[src/rtl/linebuf_ctrl.sv]
// Ping-pong controller for two single-port sprite line buffers: render bank takes
// read-modify-write pixels (first write wins), display bank is read and cleared.
module linebuf_ctrl #(
  parameter int AW = 9,
  parameter int DW = 11,
  parameter int TW = 4
) (
  input  logic          clk,
  input  logic          reset,
  input  logic          line_start,
  input  logic          px_valid,
  input  logic [AW-1:0] px_x,
  input  logic [DW-1:0] px_data,
  output logic          px_ready,
  input  logic          pix_ce,
  input  logic [AW-1:0] rd_x,
  output logic [DW-1:0] rd_pix,
  output logic          overrun,
  output logic          bank_sel,
  output logic [AW-1:0] b0_adr,
  output logic [AW-1:0] b1_adr,
  output logic          b0_we,
  output logic          b1_we,
  output logic [DW-1:0] b0_wdat,
  output logic [DW-1:0] b1_wdat,
  input  logic [DW-1:0] b0_rdat,
  input  logic [DW-1:0] b1_rdat
);

  typedef enum logic [1:0] {IDLE, RD, WR} state_t;

  state_t        state_reg, state_next;
  logic [AW-1:0] x_reg;
  logic [DW-1:0] data_reg;
  logic          bank_sel_reg;
  logic          clr_pend_reg;
  logic [AW-1:0] clr_x_reg;
  logic          clr_bank_reg;
  logic [DW-1:0] rd_pix_reg;
  logic          overrun_reg;

  logic [AW-1:0] bank_adr  [2];
  logic          bank_we   [2];
  logic [DW-1:0] bank_wdat [2];
  logic [DW-1:0] bank_rdat [2];
  logic [DW-1:0] render_rdat;
  logic          accept;
  logic          render_wr;

  assign bank_rdat[0] = b0_rdat;
  assign bank_rdat[1] = b1_rdat;
  assign render_rdat  = bank_rdat[bank_sel_reg];

  // line_start wins over a new pixel so nothing is accepted across a swap
  assign px_ready  = (state_reg == IDLE) && !line_start;
  assign accept    = px_valid && px_ready && (px_data[TW-1:0] != '0);
  assign render_wr = (state_reg == WR) && !line_start && (render_rdat[TW-1:0] == '0);

  always_comb begin
    state_next = state_reg;
    case (state_reg)
      IDLE:    if (accept) state_next = RD;
      RD:      state_next = WR;
      WR:      state_next = IDLE;
      default: state_next = IDLE;
    endcase
    if (line_start) state_next = IDLE;
  end

  always_ff @(posedge clk or posedge reset) begin
    if (reset) begin
      state_reg    <= IDLE;
      x_reg        <= '0;
      data_reg     <= '0;
      bank_sel_reg <= 1'b0;
      clr_pend_reg <= 1'b0;
      clr_x_reg    <= '0;
      clr_bank_reg <= 1'b0;
      rd_pix_reg   <= '0;
      overrun_reg  <= 1'b0;
    end else begin
      state_reg <= state_next;
      if (accept) begin
        x_reg    <= px_x;
        data_reg <= px_data;
      end
      if (line_start) begin
        bank_sel_reg <= ~bank_sel_reg;
        if (state_reg != IDLE) overrun_reg <= 1'b1;
      end
      clr_pend_reg <= pix_ce;
      if (pix_ce) begin
        clr_x_reg    <= rd_x;
        clr_bank_reg <= ~bank_sel_reg;
      end
      if (clr_pend_reg) rd_pix_reg <= bank_rdat[clr_bank_reg];
    end
  end

  // Per-bank port mux; later assignments take priority so a clear beats a render access
  for (genvar gi = 0; gi < 2; gi++) begin : g_bank
    always_comb begin
      bank_adr[gi]  = '0;
      bank_we[gi]   = 1'b0;
      bank_wdat[gi] = '0;
      if (bank_sel_reg == 1'(gi) && (state_reg == RD || state_reg == WR)) begin
        bank_adr[gi] = x_reg;
        if (render_wr) begin
          bank_we[gi]   = 1'b1;
          bank_wdat[gi] = data_reg;
        end
      end
      if (pix_ce && bank_sel_reg != 1'(gi)) begin
        bank_adr[gi] = rd_x;
        bank_we[gi]  = 1'b0;
      end
      if (clr_pend_reg && clr_bank_reg == 1'(gi)) begin
        bank_adr[gi]  = clr_x_reg;
        bank_we[gi]   = 1'b1;
        bank_wdat[gi] = '0;
      end
    end
  end

  assign b0_adr   = bank_adr[0];
  assign b1_adr   = bank_adr[1];
  assign b0_we    = bank_we[0];
  assign b1_we    = bank_we[1];
  assign b0_wdat  = bank_wdat[0];
  assign b1_wdat  = bank_wdat[1];
  assign bank_sel = bank_sel_reg;
  assign rd_pix   = rd_pix_reg;
  assign overrun  = overrun_reg;

endmodule
[config.mk]
export PLATFORM = sky130hd
export DESIGN_NAME = linebuf_ctrl
export DESIGN_NICKNAME = d
export VERILOG_FILES = /design/src/rtl/linebuf_ctrl.sv
export SDC_FILE = /design/constraint.sdc
export NUM_CORES = 1
export LEC_CHECK = 0
export CORE_ASPECT_RATIO = 0.75
export CORE_UTILIZATION = 40
export CTS_BUF_LIST = sky130_fd_sc_hd__clkbuf_2 sky130_fd_sc_hd__clkbuf_4 sky130_fd_sc_hd__clkbuf_8
export DETAILED_ROUTE_END_ITERATION = 10
export GPL_ROUTABILITY_DRIVEN = 1
export GPL_TIMING_DRIVEN = 0
export HOLD_SLACK_MARGIN = 0.12
export PLACE_DENSITY = 0.83
export SLEW_MARGIN = 0
export SYNTH_ARGS = -nofsm -noshare
export SYNTH_HDL_FRONTEND = slang
export SYNTH_SLANG_ARGS = --single-unit
[constraint.sdc]
create_clock -name clk -period 1.86 [get_ports clk]
set_input_delay 0.279 -clock clk [delete_from_list [all_inputs] [get_ports clk]]
set_output_delay 0.279 -clock clk [all_outputs]
set_load 0.03 [all_outputs]
==> results by stage <==
Outcome:
- The flow ran to the end, but the final reports show violations.
- The final reports fail on setup timing.

Clocking:
- In this run the number of H-tree levels came out at 2.
- The insertion delay of the later-clocked pin in the worst-skew pair is 0.29 ns.
- The clock passes through at most 2 buffers.
- The clock transition time at the flip-flop clock pins of the worst setup and hold paths is 0.08 ns.
- The CTS tree is built.
- The number of sinks driven by the clock tree is 46.
- The cell sitting at the root of the clock tree is a clkbuf_8.
- TritonCTS created 5 clock buffers.
- Hold repair after CTS inserted 0 buffers.

Floorplan:
- The initialized floorplan defines 24 standard-cell rows.
- The core region is 5946 um2.
- The initial core utilization is 42.26%.
- The die covers 6605 um2.
- The die extent in x is 93.52 um.
- The top-level I/O count is 112.
- The vertical die dimension is 70.64 um.

Routing:
- The violation count after the first detailed-routing iteration is 62.
- Summed over all layers, the routed wires come to 7013 um.
- The detailed router placed 2151 vias in this run.
- The number of iterations in the first detailed-routing pass is 4.
- After detailed routing, the number of vias per cell comes to 5.183.
- The number of nets with antenna violations after routing is 0.
- The residual DRC count is 0.
- In the final routed layout, each cell accounts on average for 16.90 um.

Yosys:
- The cell count after synthesis is 213.
- The portion of synthesized area spent on multiplexers is 20.77%.
- The mean instance size in the synthesized netlist is 11.80 um2.
- The register area share after synthesis is 45.82%.
- The post-synth design cell area is 2512 um2.
- The synthesized netlist devotes 0.3486% of its cell area to XOR and XNOR gates.
- The synthesized design devotes to its leading area cell type 45.82% of total area.
- Of the total synthesized cell area, the portion taken by AND, OR, NAND and NOR gates is 16.93%.
- Yosys attributes the largest share of cell area to dfrtp_1 46%, mux2_4 12%, and2_1 7.7%.
- The total of flip-flops plus latches after synthesis is 46.
- The adder and majority gate portion of the synthesized area is 1.494%.
- The complex-gate fraction of the synthesized area is 11.11%.
- The count of distinct cell types in the synthesized netlist is 35.
- The dominant combinational cell family by area after synthesis is multiplexers.
- Synthesis produced a netlist with a net count of 272.
- Yosys printed 0 warnings.
- Summed over all instances, the cell type with the most area after synthesis is dfrtp_1.

Power:
- Power spread over the standard cell area amounts to 987.9 nW/um2.
- Summed over all cells, the static leakage comes to 0.001881 uW.
- After layout, the design draws a total of 4056 uW.
- The highest ir drop seen on vdd is 0.5987 mV.

Global routing:
- The first global-routing pass estimated 11390 um of wire.
- The via count of the first global-routing pass is 2268.
- The largest net degree at the start of global routing is 34.
- The overall fraction of global-route tracks in use is 22.19%.
- The initial antenna violation count is 0.
- The total overflow reported by the global router is 0.

Timing:
- Dividing the final minimum period by the clock period gives 114.7%.
- The worst pin sits at a relative slew slack of 63.10%.
- Derived from the worst setup path, the maximum achievable clock frequency is 468.9 MHz.
- Setup repair after global routing could not meet its margin everywhere.
- The setup total negative slack is -9.012 ns.
- The transition time at the pin with the least slew margin is 0.5535 ns.
- The clock tree skew after final layout is 0.002161 ns.
- Setup violations remaining at the end of the flow were counted as 42.
- The number of hold violations in the final report is 0.
- Subtracting the final worst setup slack from the clock period gives 2.133 ns.
- The count of final max-slew check failures was 0.
- In the post-route analysis, the smallest setup slack over all paths is -0.2728 ns.

Place:
- Port buffering added 111 buffers.
- Summed over all nets, the half-perimeter wirelength after detailed placement is 4950 um.
- The weighted congestion reported at the end of routability-driven placement is 0.8091.
- The instance area at placement is 3741 um2.
- The instance count after placement with tap cells included is 403.

Cells and area:
- The layout-stage area growth over the synthesis result is 63.40%.
- The multi-input logic area is 1396 um2.
- The number of fill cells in the layout is 451.
- The count of nets after finishing is 396.
- The number of cells in the finished layout apart from fillers is 415.
- The area of all sequential standard cells is 1151 um2.
- The fraction of final layout cells sized beyond drive strength 1 is 37.39%.
- Once layout is complete, the utilization of the core stands at 69.04%.
- The final instance area is 4105 um2.
- The total inserted antenna cells is 0.

Worst hold path:
- In this run the worst hold path is classified as in2async.

Worst setup path:
- The critical path endpoint category is an output port.
- The worst setup path is of the reg2out kind.
- STA classifies the critical path startpoint as a flip-flop.
- Walking the worst path, the cells encountered are inv_2, ha_4, nand4bb_4, nor3_4, buf_6, and2_4, buf_6.
- The data arrival time at the worst-slack endpoint is 1.85 ns.
- At the worst endpoint, the required time is 1.58 ns.
- The peak per-stage delay on the critical path is 0.38 ns.
- The cell with the largest stage delay on the worst path is dfrtp_1.
- The cell that appears most often on the critical path is buf_6.
- The largest driver fanout on the critical path is 5.

Run:
- Max-cap violations in this run came to 0.
[cell type report]
cell class / count / area share, %
inverters: 5 / 0.4572
flip-flops and latches: 46 / 28.04
clock inverters: 1 / 0.7315
multi-input cells: 149 / 34.01
well taps: 78 / 2.377
repair buffers: 119 / 30.42
clock buffers: 6 / 2.012
plain buffers: 11 / 1.951
[cell families (layout without fill, tap and decap cells)]
| group | Yosys count | count (layout) |
|---|---|---|
| muxes | 41 | 41 |
| buffers and inverters | 18 | 142 |
| AOI/OAI and AO/OA | 34 | 34 |
| xor gates and xnor gates | 1 | 1 |
| adders and majority gates | 3 | 3 |
| and+or+nand+nor | 70 | 70 |
| DFF | 46 | 46 |
[stage by stage]
step                      hold WS, ns  setup WS, ns
after global placement         0.4428       -0.8701
after global routing           0.3031       -0.3781
after detailed placement       0.4467       -0.8855
after CTS                      0.2822       -0.2477
after floorplan                0.3104       0.05334
final                          0.2797       -0.2728
[synthesized netlist by cell type]
master     instances
dfrtp_1           46
and2_1            31
mux2_4            20
a221o_1           18
a21oi_1           12
mux2i_1           12
nor2_1            12
and3_1            10
mux2_2             9
clkbuf_1           7
inv_1              5
nand2_1            4
ha_1               3
buf_6              2
nand2b_1           2
a21o_1             1
and3b_1            1
and4_1             1
and4bb_1           1
buf_1              1
buf_2              1
buf_4              1
clkbuf_2           1
nand3_1            1
nand4bb_1          1
nor2_2             1
nor2b_2            1
nor3_1             1
nor3_2             1
nor3b_2            1
o21a_1             1
o21bai_1           1
o41ai_2            1
or4_1              1
xor2_1             1
[layer usage]
| metal | part of all wire [%] | GRT usage [%] | vias up |
|---|---|---|---|
| met4 | 0.78 | 4.786 | 0 |
| met2 | 48 | 36.52 | 88 |
| met3 | 6.4 | 5.591 | 6 |
| met1 | 45 | 29.71 | 1041 |
| li1 | - | - | 1016 |
| met5 | 0 | 0 | - |
[critical path, delay by kind of cell (launching register included)]
| kind | cells | cell delay [ns] |
|---|---|---|
| buf+inv | 3 | 0.37 |
| flops | 1 | 0.38 |
| fa+ha+maj | 1 | 0.31 |
| simple gates | 3 | 0.50 |
[layout by cell type, fill, tap and decap left out, types with 2 or more instances in the layout]
| master | Yosys | final |
|---|---|---|
| clkdlybuf4s50_1 | 0 | 63 |
| buf_6 | 2 | 46 |
| dfrtp_1 | 46 | 46 |
| mux2_4 | 20 | 20 |
| a221o_1 | 18 | 18 |
| and2_4 | 0 | 18 |
| and2_1 | 31 | 13 |
| mux2i_1 | 12 | 12 |
| a21oi_1 | 12 | 12 |
| nor2_1 | 12 | 11 |
| mux2_2 | 9 | 9 |
| and3_1 | 10 | 9 |
| clkbuf_8 | 0 | 6 |
| clkbuf_1 | 7 | 5 |
| dlygate4sd2_1 | 0 | 5 |
| buf_4 | 1 | 5 |
| nand2_1 | 4 | 4 |
| inv_2 | 0 | 3 |
| inv_1 | 5 | 2 |
| nand2b_1 | 2 | 2 |
| ha_4 | 0 | 2 |
| buf_12 | 0 | 2 |
[final timing paths]
kind                         startpoint           to  slack, ns  cells after the start
max in group asynchronous         reset    rd_pix[1]       1.11                      3
hold reg to reg                 overrun      overrun       0.47                      1
hold / removal                    reset  data_reg[7]       0.28                      2
setup reg to reg           state_reg[0]     x_reg[7]       0.29                      6
setup / recovery           state_reg[0]   b0_wdat[9]      -0.27                      7
min in group clk             b0_rdat[0]    rd_pix[0]       0.45                      3
[power breakdown]
| group | internal [uW] | switching, uW | total, uW | leakage (uW) |
|---|---|---|---|---|
| Clock | 430 | 324 | 754 | 0.0000573 |
| Sequential | 1210 | 191 | 1400 | 0.000532 |
| Combinational | 953 | 951 | 1900 | 0.00129 |
[repair_timing]
action / CTS / global route
setup endpoints to repair: 43 / 44
gates cloned: 1 / 0
buffers inserted: 4 / 3
pin swaps: 14 / 3
resized for setup: 328 / 15
Power figures use the tool's default switching activity.
